File: config.mk
export PLATFORM = sky130hd
export DESIGN_NAME = servo_pulse_capture_flat
export DESIGN_NICKNAME = d
export VERILOG_FILES = /design/src/rtl/servo_pulse_capture_if.sv /design/src/rtl/servo_pulse_capture.sv /design/src/flat_wrapper.sv
export SDC_FILE = /design/constraint.sdc
export NUM_CORES = 1
export LEC_CHECK = 0
export ABC_AREA = 1
export CORE_ASPECT_RATIO = 0.5
export CORE_MARGIN = 2
export CORE_UTILIZATION = 45
export DETAILED_ROUTE_END_ITERATION = 16
export PLACE_DENSITY = 0.67
export SYNTH_ARGS = -nofsm -noshare
export SYNTH_HDL_FRONTEND = slang
export SYNTH_SLANG_ARGS = --single-unit
File: constraint.sdc
create_clock -name clk25mhz -period 2.2 [get_ports clk25mhz]
set_clock_uncertainty 0.15 [all_clocks]
set_input_delay 0.44 -clock clk25mhz [delete_from_list [all_inputs] [get_ports clk25mhz]]
set_output_delay 0.44 -clock clk25mhz [all_outputs]
set_load 0.005 [all_outputs]
File: src/rtl/servo_pulse_capture_if.sv
// Result bus of the servo pulse capture block.
//   pulse_width   : last captured high time, in ticks
//   period        : last captured rising-to-rising period, in ticks
//   capture_valid : one-cycle strobe on the cycle pulse_width/period update
//   signal_lost   : sticky timeout flag, cleared by the next capture
//   pwm_level     : synchronized input level, for debug
// master = the capture block (drives), slave = the consumer (reads).
interface servo_pulse_capture_if #(
  parameter int W = 16
);
  logic [W-1:0] pulse_width;
  logic [W-1:0] period;
  logic         capture_valid;
  logic         signal_lost;
  logic         pwm_level;

  modport master (output pulse_width, period, capture_valid, signal_lost, pwm_level);
  modport slave  (input  pulse_width, period, capture_valid, signal_lost, pwm_level);
endinterface

File: src/rtl/servo_pulse_capture.sv
// Servo PWM decoder: measures high time and rising-to-rising period of an
// asynchronous PWM input in prescaled ticks and presents them as held
// registers with a one-cycle capture strobe.
//   clk25mhz : system clock, rising edge
//   reset    : asynchronous, active-low
//   pwm_in   : raw PWM input (asynchronous)
//   cap      : result bus (master side), see servo_pulse_capture_if
module servo_pulse_capture #(
  parameter int PRESCALE      = 25,
  parameter int W             = 16,
  parameter int TIMEOUT_TICKS = 50000
) (
  input  logic                  clk25mhz,
  input  logic                  reset,
  input  logic                  pwm_in,
  servo_pulse_capture_if.master cap
);

  localparam int           PW       = $clog2(PRESCALE);
  localparam logic [PW-1:0] PRE_LAST = PW'(PRESCALE - 1);
  localparam logic [W-1:0]  CNT_MAX  = '1;
  localparam logic [W-1:0]  TO_LIM   = W'(TIMEOUT_TICKS);

  typedef enum logic [1:0] {IDLE, HIGH, LOW} state_t;

  state_t        state, state_nxt;
  logic          s1, s2, s3;
  logic [1:0]    vld_pipe;
  logic          armed;
  logic [PW-1:0] pre_cnt;
  logic [W-1:0]  hi_cnt, per_cnt, hi_inc, per_inc;
  logic          rise, fall, tick, per_at_lim;
  logic          do_capture, timeout_hit, cnt_clr, hi_en, per_en;

  // Synchronizer plus edge-history flop.
  always_ff @(posedge clk25mhz or negedge reset) begin
    if (!reset) begin
      s1 <= 1'b0;
      s2 <= 1'b0;
      s3 <= 1'b0;
    end else begin
      s1 <= pwm_in;
      s2 <= s1;
      s3 <= s2;
    end
  end

  // s2 is forced low by reset, so a level already high at release would look
  // like a rise. Only accept rises once s2 has carried a real sampled low.
  always_ff @(posedge clk25mhz or negedge reset) begin
    if (!reset) begin
      vld_pipe <= '0;
      armed    <= 1'b0;
    end else begin
      vld_pipe <= {vld_pipe[0], 1'b1};
      armed    <= armed | (vld_pipe[1] & ~s2);
    end
  end

  assign rise = s2 & ~s3 & armed;
  assign fall = ~s2 & s3;
  assign tick = (pre_cnt == PRE_LAST);

  // Restarting the prescaler after a rise makes tick j of a period land on
  // clock j*PRESCALE+1, so counting the tick of the closing edge's own cycle
  // yields floor(clocks/PRESCALE) exactly.
  always_ff @(posedge clk25mhz or negedge reset) begin
    if (!reset)    pre_cnt <= '0;
    else if (rise) pre_cnt <= '0;
    else if (tick) pre_cnt <= '0;
    else           pre_cnt <= pre_cnt + PW'(1);
  end

  // Saturating next values; the capture takes per_inc so the tick coinciding
  // with the closing rise is included.
  assign hi_inc     = (tick && hi_cnt  != CNT_MAX) ? hi_cnt  + W'(1) : hi_cnt;
  assign per_inc    = (tick && per_cnt != CNT_MAX) ? per_cnt + W'(1) : per_cnt;
  assign per_at_lim = (per_inc == TO_LIM);

  always_ff @(posedge clk25mhz or negedge reset) begin
    if (!reset) state <= IDLE;
    else        state <= state_nxt;
  end

  always_comb begin
    state_nxt = state;
    unique case (state)
      IDLE:    if (rise) state_nxt = HIGH;
      HIGH:    if (per_at_lim) state_nxt = IDLE;
               else if (fall) state_nxt = LOW;
      LOW:     if (rise) state_nxt = HIGH;      // rise beats a same-cycle timeout
               else if (per_at_lim) state_nxt = IDLE;
      default: state_nxt = IDLE;
    endcase
  end

  always_comb begin
    do_capture  = (state == LOW) && rise;
    timeout_hit = (state == HIGH || state == LOW) && per_at_lim && !do_capture;
    hi_en       = (state == HIGH);
    per_en      = (state == HIGH || state == LOW);
    cnt_clr     = (state == IDLE) || do_capture || timeout_hit;
  end

  always_ff @(posedge clk25mhz or negedge reset) begin
    if (!reset) begin
      hi_cnt  <= '0;
      per_cnt <= '0;
    end else if (cnt_clr) begin
      hi_cnt  <= '0;
      per_cnt <= '0;
    end else begin
      if (hi_en)  hi_cnt  <= hi_inc;
      if (per_en) per_cnt <= per_inc;
    end
  end

  always_ff @(posedge clk25mhz or negedge reset) begin
    if (!reset) begin
      cap.pulse_width   <= '0;
      cap.period        <= '0;
      cap.capture_valid <= 1'b0;
      cap.signal_lost   <= 1'b0;
    end else begin
      cap.capture_valid <= do_capture;
      if (do_capture) begin
        cap.pulse_width <= hi_cnt;
        cap.period      <= per_inc;
        cap.signal_lost <= 1'b0;
      end else if (timeout_hit) begin
        cap.signal_lost <= 1'b1;
      end
    end
  end

  assign cap.pwm_level = s2;

endmodule
File: src/flat_wrapper.sv
// flat-port wrapper written by rule: the top's interface ports become plain ports
module servo_pulse_capture_flat 
#(
  parameter int PRESCALE      = 25,
  parameter int W             = 16,
  parameter int TIMEOUT_TICKS = 50000
)
  (clk25mhz, reset, pwm_in, cap_pulse_width, cap_period, cap_capture_valid, cap_signal_lost, cap_pwm_level);
  servo_pulse_capture_if #(.W(W)) cap_i ();
  input  logic clk25mhz;
  input  logic reset;
  input  logic pwm_in;
  output wire logic [$bits(cap_i.pulse_width)-1:0] cap_pulse_width;
  output wire logic [$bits(cap_i.period)-1:0] cap_period;
  output wire logic [$bits(cap_i.capture_valid)-1:0] cap_capture_valid;
  output wire logic [$bits(cap_i.signal_lost)-1:0] cap_signal_lost;
  output wire logic [$bits(cap_i.pwm_level)-1:0] cap_pwm_level;
  assign cap_pulse_width = cap_i.pulse_width;
  assign cap_period = cap_i.period;
  assign cap_capture_valid = cap_i.capture_valid;
  assign cap_signal_lost = cap_i.signal_lost;
  assign cap_pwm_level = cap_i.pwm_level;
  servo_pulse_capture #(.PRESCALE(PRESCALE), .W(W), .TIMEOUT_TICKS(TIMEOUT_TICKS)) u_core (.clk25mhz(clk25mhz), .reset(reset), .pwm_in(pwm_in), .cap(cap_i));
endmodule
==> results_dict.tcl, run 1 <==
set metrics [dict create \
    drt-initial-drc-count 254 \
    io-pin-count 38 \
    yosysSeqAreaShare_pct 46.1 \
    finalWorstSetupSlack_ns -0.250 \
    antenna_found_initial 0 \
    dpl.hpwl_um 7550 \
    clkSinkCount 79 \
    grt_max_degree 60 \
    seq_area_sq_um 1980 \
    num-fill-cells 776 \
    fmax_mhz 408 \
    grtUsageTotal_pct 21.9 \
    fin_crit_sh_pct 111 \
    ys_types 34 \
    diodes 0 \
    required_ns 2.24 \
    hold_violations 0 \
    cts_tree "built" \
    maxSlewViolCount 0 \
    ys_ff_latch 79 \
    clock_latency_ns 0.34 \
    drv_cap 0 \
    synth_cells 533 \
    vias_per_cell 4.89 \
    synth_top_cell_area_share_pct 46.1 \
    failed_checks "setup timing" \
    fin_cells 792 \
    ant_nets 0 \
    crit_path_start_kind "flip-flop" \
    routedWlPerCell_um 13.9 \
    crit_type "reg -> reg" \
    powerDensity_nw_per_um2 659 \
    nets 678 \
    min-delay-path-class "reg -> reg" \
    core_area_sq_um 9350 \
    wl_um 11000 \
    grt_remaining_overflow 0 \
    port_buffers 37 \
    die-area_sq_um 10400 \
    clockBufferDepth 2 \
    synth_warnings 0 \
    syn_avg_cell_area_sq_um 8.04 \
    die_h_um 73.0 \
    synth_area_sq_um 4290 \
    slew_headroom_pct 36.9 \
    cp_data_arrival_time_ns 2.49 \
    ir_drop_mv 0.513 \
    layout_commonest_cell "nand2_1" \
    grt_pass1_wl_um 17500 \
    cts-root-buf "clkbuf_16" \
    row_count 25 \
    end_kind "flip-flop" \
    drtPass1Iterations 5 \
    start_util_pct 45.8 \
    worstMarginPinSlew_ns 0.946 \
    synth_edf_count 0 \
    status "complete, but fails checks" \
    multi_input_area_sq_um 2210 \
    post-route-util_pct 65.0 \
    drive_above_1_share_pct 33.2 \
    globalplace.congestion 0.901 \
    synth_area_leaders "dfrtp_1, nand2_1, inv_1, nor2_1, nand3_2" \
    area_delta_synth_final_pct 41.9 \
    synth_flop_cell "dfrtp_1" \
    clk_pin_slew_ns 0.06 \
    final_cell_mix "nand2_1, buf_4, dfrtp_1, nor2_1, inv_1" \
    rsz0062_at_grt "yes" \
    grt_pass1_vias 3604 \
    htree_levels 3 \
    p_leak_nw 2.74 \
    setup_violations 35 \
    async_flop_share_pct 100 \
    drc_errors 0 \
    netlist.top_cell.by_area "dfrtp_1" \
    cp_max_fo 8 \
    via_count 3873 \
    min_period_ns 2.45 \
    die_width_um 142 \
    cts_made_buffers 9 \
    dp_cells 761 \
    syn-num-nets 545 \
]
[path summary, 6_finish.rpt]
check / start / end / slack [ns] / cells after the start
min: u_core.vld_pipe[0] / u_core.vld_pipe[1] / 0.20 / 0
max: u_core.pre_cnt[1] / u_core.per_cnt[15] / -0.25 / 17
min reg2reg: u_core.vld_pipe[0] / u_core.vld_pipe[1] / 0.20 / 0
max in group asynchronous: reset / u_core.per_cnt[11] / 0.89 / 3
min in group asynchronous: reset / u_core.cap.pulse_width[15] / 0.40 / 2
max reg2reg: u_core.pre_cnt[1] / u_core.per_cnt[15] / -0.25 / 17
[report_power, final]
group	total [mW]	leakage (nW)	switching, mW	internal [mW]
Sequential	1.55	1.08	0.0419	1.51
Combinational	0.923	1.51	0.551	0.372
Clock	1.53	0.153	0.618	0.916
[area by class of cell]
type,count,share of cell area (%)
multi-input combinational,379,36.3
sequential,79,32.5
timing repair buffer,136,19.9
clock buffer,10,3.93
inverter,61,3.76
tap,121,2.49
clock inverter,6,1.09
[cell families (layout without fill, tap and decap cells)]
family,Yosys count,count (layout),share of synthesized area [%]
flops,79,79,46.1
buf+inv,75,213,7.30
xor+xnor,13,13,2.66
other cells,1,1,0.0875
simple gates,303,303,34.2
fa+ha+maj,9,9,2.63
compound gates,53,53,7.01
[cells in the mapped netlist (4+ instances only)]
cell type and instances:
nand2_1 160, dfrtp_1 79, inv_1 58, nor2_1 56, o21ai_0 35, nand3_1 24
nand3_2 18, xor2_1 10, clkbuf_1 9, ha_1 9, o21ai_1 9, nand2_2 8
nand4_1 8, nor2_4 7, nor3_1 6, nor2_2 5, o21ai_2 5, buf_6 4
or2_2 4
[worst max-delay path, cell delays in order, from the launching register on]
cell,delay (ns)
dfrtp_1,0.39
inv_2,0.07
ha_4,0.15
nand2_4,0.05
nor2_4,0.14
buf_12,0.14
nand2_1,0.05
inv_1,0.08
o21ai_0,0.10
nand2_1,0.09
nand2_2,0.09
inv_2,0.07
nand4_1,0.15
nor2_4,0.14
nand3_4,0.12
buf_12,0.17
nand3_2,0.08
o21ai_2,0.06
[stage by stage]
stage	total power [mW]	hold slack [ns]	setup slack (ns)	area (sq um)	setup TNS (ns)
after floorplan	2.04	-0.00559	0.00170	4290	0
after global placement	2.34	0.185	-0.182	5420	-5.79
after detailed placement	2.35	0.193	-0.223	5420	-7.00
after CTS	3.96	0.209	-0.230	5880	-6.96
after global routing	4.19	0.213	-0.365	6080	-11.44
final	4.01	0.201	-0.250	6080	-7.17
[timing repair]
action                                  4_1_cts  5_1_grt
pin swaps                                    18       24
endpoints found under the setup margin       35       37
buffers inserted                             10        6
gates cloned                                  0        0
endpoints found under the hold margin        23        0
hold buffers                                  1        0
resized for setup                            27       50
[layer usage]
metal  vias up  track usage, %  routed length (um)
met4         0            5.44                  82
met5         -               0                   0
li1       1948               -                   -
met3         8            6.43                 451
met1      1847            29.2                5120
met2        70            35.4                5370
[sequential cells by signal, indices dropped and copies added, names as in the netlist]
signal                    cells
u_core.per_cnt               16
u_core.cap.pwm_level          1
u_core.s3                     1
u_core.armed                  1
u_core.cap.capture_valid      1
u_core.hi_cnt                16
u_core.vld_pipe               2
u_core.s1                     1
u_core.cap.signal_lost        1
u_core.state                  2
u_core.cap.pulse_width       16
u_core.pre_cnt                5
u_core.cap.period            16
Note: power is estimated with default switching activity, not from simulation.
==> run 2: changes to the inputs <==
--- a/config.mk
+++ b/config.mk
@@ -8,9 +8,10 @@
 export ABC_AREA = 1
 export CORE_ASPECT_RATIO = 0.5
 export CORE_MARGIN = 2
-export CORE_UTILIZATION = 45
+export CORE_UTILIZATION = 52
 export DETAILED_ROUTE_END_ITERATION = 16
-export PLACE_DENSITY = 0.67
+export HOLD_SLACK_MARGIN = 0.12
+export PLACE_DENSITY = 0.76
 export SYNTH_ARGS = -nofsm -noshare
 export SYNTH_HDL_FRONTEND = slang
 export SYNTH_SLANG_ARGS = --single-unit
==> run 2 against run 1 <==
  * The run still ends with setup timing left
  * Maximum frequency shrank 6.7%
  * Core utilization rose by 9.4 points
  * Register-to-register slack lost 0.18 ns
  * Global-route usage increased by 5.1 points
  * Sequential share of layout area increased by 0.68 points
  * Via count rose by 2.6%
  * Die area decreased by 13%
  * Sequential cell count stayed put
  * Critical path type unchanged
  * Critical endpoint is now u_core.per_cnt[3]
==> results_dict.tcl, run 2 (synthesis results as in run 1) <==
set metrics [dict create \
    start_util_pct 53.6 \
    cp_data_arrival_time_ns 2.67 \
    maxSlewViolCount 0 \
    clk_pin_slew_ns 0.06 \
    die_width_um 132 \
    dpl_cell_area_sq_um 5360 \
    cts_tree "built" \
    diodes 0 \
    failed_checks "setup timing" \
    wl_um 11800 \
    worstMarginPinSlew_ns 0.929 \
    die-area_sq_um 9030 \
    powerDensity_nw_per_um2 664 \
    hold_violations 0 \
    grt_pass1_vias 3919 \
    worstRegToRegCells 17 \
    min_to "u_core.vld_pipe[1]" \
    min_period_ns 2.63 \
    htree_levels 3 \
    ir_drop_mv 0.521 \
    nets 665 \
    fin_setup_tns_ns -13.94 \
    crit_type "reg -> reg" \
    p_leak_nw 2.67 \
    drc_errors 0 \
    power_mw 3.96 \
    finalWorstSetupSlack_ns -0.427 \
    die_h_um 68.2 \
    grtUsageTotal_pct 26.9 \
    fin_area_sq_um 5960 \
    post-route-util_pct 74.5 \
    io-pin-count 38 \
    r2r_setup_slack_ns -0.43 \
    drtPass1Iterations 5 \
    setup_violations 35 \
    cts_made_buffers 9 \
    vias_per_cell 5.16 \
    cp_max_fo 6 \
    pre_cts_slack_ns -0.300 \
    core_area_sq_um 8000 \
    slew_headroom_pct 38.1 \
    routedWlPerCell_um 15.3 \
    drv_cap 0 \
    fmax_mhz 381 \
    port_buffers 37 \
    status "complete, but fails checks" \
    clock_latency_ns 0.34 \
    globalplace.congestion 0.963 \
    whs_path_depth 0 \
    grt_max_degree 39 \
    reg2reg_from "u_core.pre_cnt[1]" \
    ant_nets 0 \
    grt_remaining_overflow 0 \
    area_delta_synth_final_pct 39.0 \
    antenna_found_initial 0 \
    clkSinkCount 79 \
    cts-root-buf "clkbuf_16" \
    via_count 3975 \
    drt-initial-drc-count 247 \
    min-delay-path-class "reg -> reg" \
    crit_path_start_kind "flip-flop" \
    required_ns 2.25 \
    fin_crit_sh_pct 119 \
    row_count 23 \
    drive_above_1_share_pct 29.8 \
    final_cell_mix "nand2_1, dfrtp_1, buf_4, inv_1, nor2_1" \
    layout_commonest_cell "nand2_1" \
    reg2reg_to "u_core.per_cnt[3]" \
    dp_cells 747 \
    fin_cells 770 \
    grt_pass1_wl_um 18700 \
    holdWs_ns 0.197 \
    rsz0062_at_grt "yes" \
    end_kind "flip-flop" \
    clockBufferDepth 2 \
    dpl.hpwl_um 8050 \
    min_from "u_core.vld_pipe[0]" \
]
[run 2: cell count changes in the layout (fill, tap and decap cells not counted), sizes merged]
cell      before  now
clkbuf        10    9
buf           99   86
clkinvlp       0    1
[run 2: report_power, final]
group	leakage, nW	total [mW]	switching, mW	internal [mW]
clock network	0.148	1.54	0.647	0.892
logic	1.44	0.865	0.538	0.327
registers	1.08	1.55	0.0451	1.51
total	2.67	3.96	1.23	2.73
[run 2: per-layer routing]
metal,part of all wire [%],vias to the layer above,routed length [um],global-route usage [%]
met5,0,-,0,0
met1,43,1897,5060,32.7
met2,49,131,5750,48.4
met3,5.1,36,598,5.85
li1,-,1911,-,-
met4,3.0,0,350,10.8
[run 2: worst max-delay path, cell delays in order (launching register included)]
cell     delay (ns)
dfrtp_1        0.37
inv_1          0.08
ha_2           0.20
nand2_2        0.06
nor2_4         0.13
buf_12         0.14
nand2_2        0.09
nor2_2         0.17
nand2_1        0.09
nand2_1        0.09
nand2_2        0.10
nor2_2         0.11
nand3_2        0.09
nor2_4         0.13
nand3_4        0.15
buf_12         0.18
nand3_2        0.07
o21ai_2        0.06
[run 2: layout make-up]
cell class / instances / area, sq um
multi-input cells: 379 / 2190
fillers: 526 / 2040
flip-flops and latches: 79 / 1980
repair buffers: 123 / 1110
inverters: 61 / 229
clock buffers: 9 / 225
well taps: 112 / 140
clock inverters: 7 / 80.1
[run 2: what timing repair did]
item                                    CTS  global route
buffers inserted                          5             1
endpoints found under the setup margin   35            36
hold buffers                              1             0
gates cloned                              1             0
hold endpoints to repair                 54             0
pin swaps                                 1            14
resized for setup                        39            24
[run 2: worst max-delay path by stage]
stage,cells after the start,to,slack (ns),startpoint
2_1_floorplan,14,u_core.hi_cnt[2],0.002,u_core.per_cnt[0]
5_1_grt,17,u_core.per_cnt[2],-0.55,u_core.pre_cnt[1]
6_report,17,u_core.per_cnt[3],-0.43,u_core.pre_cnt[1]
3_3_place_gp,16,u_core.hi_cnt[2],-0.21,u_core.pre_cnt[0]
4_1_cts,17,u_core.per_cnt[0],-0.21,u_core.pre_cnt[0]
3_5_place_dp,16,u_core.per_cnt[0],-0.30,u_core.pre_cnt[0]
==> run 3: changes to the inputs <==
--- a/config.mk
+++ b/config.mk
@@ -6,12 +6,14 @@
 export NUM_CORES = 1
 export LEC_CHECK = 0
 export ABC_AREA = 1
+export CAP_MARGIN = 30
 export CORE_ASPECT_RATIO = 0.5
 export CORE_MARGIN = 2
 export CORE_UTILIZATION = 52
 export DETAILED_ROUTE_END_ITERATION = 16
 export HOLD_SLACK_MARGIN = 0.12
 export PLACE_DENSITY = 0.76
+export RECOVER_POWER = 100
 export SYNTH_ARGS = -nofsm -noshare
 export SYNTH_HDL_FRONTEND = slang
 export SYNTH_SLANG_ARGS = --single-unit
==> run 3 against run 2 <==
  * The run still ends with setup timing left
  * Maximum frequency is essentially flat
  * Worst hold slack is essentially flat
  * Wire length shrank 0.37%
  * Core utilization shrank 0.20 points
  * Register-to-register slack is essentially flat
  * Non-clock buffer count is the same
  * Critical endpoint unchanged
  * Largest power group unchanged
==> results_dict.tcl, run 3 (synthesis results as in run 1) <==
set metrics [dict create \
    clk_pin_slew_ns 0.06 \
    highest_layer "met4" \
    worstMarginPinSlew_ns 0.932 \
    nets 665 \
    crit_type "reg -> reg" \
    htree_levels 3 \
    status "complete, but fails checks" \
    setup_violations 35 \
    vias_per_cell 5.17 \
    p_int_mw 2.72 \
    maxSlewViolCount 0 \
    slew_headroom_pct 37.9 \
    drc_errors 0 \
    die_h_um 68.2 \
    slowest_delay_ns 0.38 \
    p_sw_share_pct 31.0 \
    whs_path_depth 0 \
    grt_pass1_vias 3919 \
    crit_family "simple AND/OR/NAND/NOR gates" \
    rsz0062_at_grt "yes" \
    drtPass1Iterations 5 \
    end_kind "flip-flop" \
    min_to "u_core.vld_pipe[1]" \
    grtUsageTotal_pct 26.9 \
    post-route-util_pct 74.3 \
    drv_cap 0 \
    via_count 3983 \
    clkSinkCount 79 \
    powerDensity_nw_per_um2 665 \
    fin_setup_tns_ns -13.86 \
    final_cell_mix "nand2_1, dfrtp_1, buf_4, inv_1, nor2_1" \
    io-pin-count 38 \
    routedWlPerCell_um 15.2 \
    drive_above_1_share_pct 29.6 \
    drt-initial-drc-count 271 \
    min_from "u_core.vld_pipe[0]" \
    r2r_setup_slack_ns -0.43 \
    die_width_um 132 \
    layout_commonest_cell "nand2_1" \
    globalplace.congestion 0.963 \
    failed_checks "setup timing" \
    min_period_ns 2.63 \
    hold_violations 0 \
    crit_buf_inv 3 \
    cp_max_fo 6 \
    start_util_pct 53.6 \
    crit_slowest_cell "dfrtp_1" \
    cts_tree "built" \
    grt_max_degree 39 \
    finalWorstSetupSlack_ns -0.426 \
    p_leak_nw 2.66 \
    wl_met3_um 574 \
    cts-root-buf "clkbuf_16" \
    fin_crit_sh_pct 119 \
    combPwrFrac_pct 21.8 \
    cts_made_buffers 9 \
    core_area_sq_um 8000 \
    dpl.hpwl_um 8050 \
    area_delta_synth_final_pct 38.6 \
    required_ns 2.25 \
    fmax_mhz 381 \
    worstPathCellList "inv_1 -> ha_2 -> nand2_2 -> nor2_4 -> buf_12 -> nand2_2 -> nor2_2 -> nand2_1 -> nand2_1 -> nand2_2 -> nor2_2 -> nand3_2 -> nor2_4 -> nand3_4 -> buf_12 -> nand3_2 -> o21ai_2" \
    die-area_sq_um 9030 \
    power_mw 3.95 \
    power.switching_mw 1.22 \
    wl_um 11700 \
    row_count 23 \
    min-delay-path-class "reg -> reg" \
    met1_length_um 5050 \
    reg2reg_to "u_core.per_cnt[3]" \
    route.met2.wl_um 5770 \
    grt_pass1_wl_um 18700 \
    pwr-share-seq_pct 39.3 \
    ir_drop_mv 0.521 \
    clkPwrFrac_pct 38.9 \
    cp_data_arrival_time_ns 2.67 \
    diodes 0 \
    grt_remaining_overflow 0 \
    worstRegToRegCells 17 \
    clockBufferDepth 2 \
    antenna_found_initial 0 \
    port_buffers 37 \
    crit_path_start_kind "flip-flop" \
    path_common_cell "nand2_2" \
    ant_nets 0 \
    reg2reg_from "u_core.pre_cnt[1]" \
    clock_latency_ns 0.34 \
]
## run 3: cell types whose count changed in the layout (fill, tap and decap cells not counted), sizes merged
cell           previous run  this run
buf                      86        83
clkbuf                    9        12
clkdlybuf4s50            36        35
dlygate4sd3               1         2
## run 3: routing by layer
layer / vias up / track usage, %
li1: 1916 / -
met1: 1919 / 32.7
met2: 116 / 48.4
met3: 32 / 5.85
met4: 0 / 10.8
met5: - / 0
## run 3: what timing repair did
item / CTS / global route
endpoints found under the hold margin: 54 / 0
buffers inserted: 5 / 1
gates cloned: 1 / 0
endpoints found under the setup margin: 35 / 36
pin swaps: 1 / 14
hold buffers: 1 / 0
resized for setup: 39 / 24
## run 3: power groups by stage
stage | logic [mW] | clock network (mW) | registers [mW]
3_5_place_dp | 0.765 | 0 | 1.58
5_1_grt | 0.925 | 1.61 | 1.56
6_report | 0.860 | 1.54 | 1.55
3_3_place_gp | 0.736 | 0 | 1.58
4_1_cts | 0.816 | 1.55 | 1.55
2_1_floorplan | 0.456 | 0 | 1.58
## run 3: worst max-delay path by stage
| stage | startpoint | to | slack, ns | cells past startpoint |
|---|---|---|---|---|
| final | u_core.pre_cnt[1] | u_core.per_cnt[3] | -0.43 | 17 |
| after CTS | u_core.pre_cnt[0] | u_core.per_cnt[0] | -0.21 | 17 |
| after floorplan | u_core.per_cnt[0] | u_core.hi_cnt[2] | 0.002 | 14 |
| after global routing | u_core.pre_cnt[1] | u_core.per_cnt[2] | -0.55 | 17 |
| after global placement | u_core.pre_cnt[0] | u_core.hi_cnt[2] | -0.21 | 16 |
| after detailed placement | u_core.pre_cnt[0] | u_core.per_cnt[0] | -0.30 | 16 |
## run 3: worst register-to-register path: stages, from the launching register on
cell	delay, ns
dfrtp_1	0.38
inv_1	0.08
ha_2	0.20
nand2_2	0.07
nor2_4	0.13
buf_12	0.14
nand2_2	0.09
nor2_2	0.17
nand2_1	0.09
nand2_1	0.09
nand2_2	0.10
nor2_2	0.11
nand3_2	0.09
nor2_4	0.13
nand3_4	0.15
buf_12	0.18
nand3_2	0.07
o21ai_2	0.06
## run 3: layout make-up
| class | instances | area (sq um) |
|---|---|---|
| clock inverters | 7 | 80.1 |
| well taps | 112 | 140 |
| fillers | 528 | 2060 |
| repair buffers | 123 | 1090 |
| multi-input cells | 379 | 2190 |
| clock buffers | 9 | 225 |
| inverters | 61 | 229 |
| flip-flops and latches | 79 | 1980 |
## run 3: through the flow
| step | instances | setup slack, ns | instance area [sq um] | hold WS, ns |
|---|---|---|---|---|
| final | 770 | -0.426 | 5940 | 0.197 |
| after global routing | 770 | -0.550 | 5940 | 0.202 |
| after CTS | 770 | -0.211 | 5870 | 0.196 |
| after detailed placement | 747 | -0.300 | 5360 | 0.175 |
| after global placement | 747 | -0.210 | 5360 | 0.174 |
| after floorplan | 533 | 0.00170 | 4290 | -0.00559 |
==> RTL edit, RTL diff (config.mk and constraints of run 3) <==
`W` is set to 16 in 3 places; all go to 20.
--- a/src/rtl/servo_pulse_capture_if.sv
+++ b/src/rtl/servo_pulse_capture_if.sv
@@ -8,3 +8,3 @@
 interface servo_pulse_capture_if #(
-  parameter int W = 16
+  parameter int W = 20
 );
--- a/src/rtl/servo_pulse_capture.sv
+++ b/src/rtl/servo_pulse_capture.sv
@@ -9,3 +9,3 @@
   parameter int PRESCALE      = 25,
-  parameter int W             = 16,
+  parameter int W             = 20,
   parameter int TIMEOUT_TICKS = 50000
--- a/src/flat_wrapper.sv
+++ b/src/flat_wrapper.sv
@@ -4,3 +4,3 @@
   parameter int PRESCALE      = 25,
-  parameter int W             = 16,
+  parameter int W             = 20,
   parameter int TIMEOUT_TICKS = 50000
Interface: changed (resized cap_period and cap_pulse_width); port bits go from 38 to 46. The function was not compared with the original's and may differ.
==> RTL edit against run 3 <==
  * The flow still finishes with violations (setup timing)
  * Cell area grew 25%
  * Sequential share of layout area shrank 1.3 points
  * Total power grew 20%
  * Via count grew 35%
  * Worst setup slack lost 0.20 ns
  * Sequential cell count grew 16
  * Area after synthesis grew 19%
  * Critical endpoint is now u_core.per_cnt[17]
  * Final cell count grew 25%
  * Wire length grew 47%
  * Highest routed layer unchanged
==> RTL edit: results (changes against run 3) <==
{| class="wikitable"
! Metric !! Value
|-
| Post-route worst setup slack || -0.623 ns (was -0.426 ns)
|-
| Slew of the pin with the lowest slew margin || 0.861 ns (was 0.932 ns)
|-
| Count of TritonRoute iterations in the first routing pass || 7 (was 5)
|-
| Failing checks || setup timing (unchanged)
|-
| Compound-Gate Fraction of Synth Area || 8.14% (was 7.01%)
|-
| XOR/XNOR Fraction of Synth Area || 2.74% (was 2.66%)
|-
| Cells taking the most area after synthesis || sky130_fd_sc_hd__dfrtp_1, sky130_fd_sc_hd__nand2_1, sky130_fd_sc_hd__nor2_1, sky130_fd_sc_hd__inv_1, sky130_fd_sc_hd__o22ai_2 (was sky130_fd_sc_hd__dfrtp_1, sky130_fd_sc_hd__nand2_1, sky130_fd_sc_hd__inv_1, sky130_fd_sc_hd__nor2_1, sky130_fd_sc_hd__nand3_2)
|-
| Longest individual stage delay on the worst path || 0.40 ns (was 0.38 ns)
|-
| Vias after detailed routing || 5,392 (was 3,983)
|-
| Count of final setup violators || 45 (was 35)
|-
| Number of clock buffers inserted by TritonCTS || 9 (unchanged)
|-
| Number of distinct standard cells referenced by the synthesized netlist || 32 (was 34)
|-
| Number of antenna violations at the first check in global routing || 0 (unchanged)
|-
| Avg WL per Cell || 18.0 microns (was 15.2 microns)
|-
| Reg clk slew, reported paths || 0.07 ns
|-
| Net count after synthesis || 665 (was 545)
|-
| Fraction of layout cells with a size suffix above 1 || 33.5% (was 29.6%)
|-
| Static leakage power || 3.45 nW (was 2.66 nW)
|-
| Maximum number of pins on one net before global-route repair || 47 (was 39)
|-
| Total Routing Usage GR || 27.8% (was 26.9%)
|-
| Data arrival time at the worst-slack endpoint || 2.91 ns (was 2.67 ns)
|-
| Clock latency at the later pin of the worst-skew pair || 0.36 ns (was 0.34 ns)
|-
| DP HPWL || 9600 microns (was 8050 microns)
|-
| Total of buffers placed on input and output ports || 45 (was 37)
|-
| Fill cell total of the finished layout || 556 (was 528)
|-
| Initial DRC Count || 524 (was 271)
|-
| Sequential fraction of the synthesis area || 46.5% (was 46.1%)
|-
| Final Wtd Congestion || 0.926 (was 0.963)
|-
| Commonest cells in the netlist || sky130_fd_sc_hd__nand2_1, sky130_fd_sc_hd__dfrtp_1, sky130_fd_sc_hd__nor2_1 (was sky130_fd_sc_hd__nand2_1, sky130_fd_sc_hd__dfrtp_1, sky130_fd_sc_hd__inv_1)
|-
| Vias in the first global route || 4,887 (was 3,919)
|-
| Max FO, Critical Path || 5 (was 6)
|-
| Switch Pwr || 1.56 mW (was 1.22 mW)
|-
| Adder and majority cell fraction of the synthesized area || 2.20% (was 2.63%)
|-
| Result of the run || complete, but fails checks (unchanged)
|-
| Slowest CP cell || sky130_fd_sc_hd__dfrtp_1 (unchanged)
|-
| Number of nets in the layout || 831 (was 665)
|-
| Worst vdd rail ir drop || 0.527 mV (was 0.521 mV)
|}
RTL edit: stage by stage:
stage / area, sq um / std cells / power, mW / hold WS, ns / TNS, ns
final: 7430 / 959 / 4.75 / 0.201 / -23.85
after global routing: 7430 / 959 / 4.89 / 0.212 / -28.87
after CTS: 7000 / 943 / 4.57 / 0.201 / -14.08
after detailed placement: 6490 / 919 / 2.80 / 0.186 / -21.23
after global placement: 6490 / 919 / 2.77 / 0.182 / -16.90
after floorplan: 5160 / 653 / 2.54 / -0.00559 / -7.98
RTL edit: worst paths after layout:
check,to,from,cells after the start
setup / recovery,u_core.per_cnt[17],u_core.pre_cnt[0],16
hold / removal,u_core.vld_pipe[1],u_core.vld_pipe[0],0
setup reg to reg,u_core.per_cnt[17],u_core.pre_cnt[0],16
hold reg to reg,u_core.vld_pipe[1],u_core.vld_pipe[0],0
max in group asynchronous,u_core.per_cnt[10],reset,3
min in group asynchronous,u_core.state[1],reset,2
RTL edit: area by class of cell:
class,count,area share (%)
Inverter,70,3.54
Timing Repair Buffer,175,21.3
Sequential cell,95,32.0
Clock inverter,6,0.708
Tap cell,135,2.27
Clock buffer,10,3.22
Multi-Input combinational cell,468,36.9
RTL edit: per-layer routing:
layer	part of all wire [%]	routed length [microns]	track usage, %
met1	38	6590	33.8
met2	48	8280	48.8
met3	8.6	1480	6.63
met4	5.1	879	11.7
met5	0	0	0
RTL edit: cells by family (layout without fill, tap and decap cells):
logic type,count (synthesis),after routing
buffers and inverters,90,261
adders and majority gates,9,9
and+or+nand+nor,388,388
other,1,1
xor gates and xnor gates,16,16
DFF,95,95
AOI/OAI and AO/OA,54,54
RTL edit: timing repair:
item                                    4_1_cts  5_1_grt
gates cloned                                  2        4
hold endpoints to repair                     33        0
resized for setup                            36       92
pin swaps                                     8       36
setup buffers                                 5       14
hold buffers                                  1        0
endpoints found under the setup margin       43       44
RTL edit: power by group through the flow:
| stage | Clock [mW] | Sequential (mW) | Combinational, mW |
|---|---|---|---|
| 3_3_place_gp | 0 | 1.87 | 0.899 |
| 3_5_place_dp | 0 | 1.88 | 0.921 |
| 5_1_grt | 1.65 | 1.85 | 1.39 |
| 2_1_floorplan | 0 | 1.88 | 0.659 |
| 4_1_cts | 1.58 | 1.84 | 1.15 |
| 6_report | 1.58 | 1.85 | 1.32 |
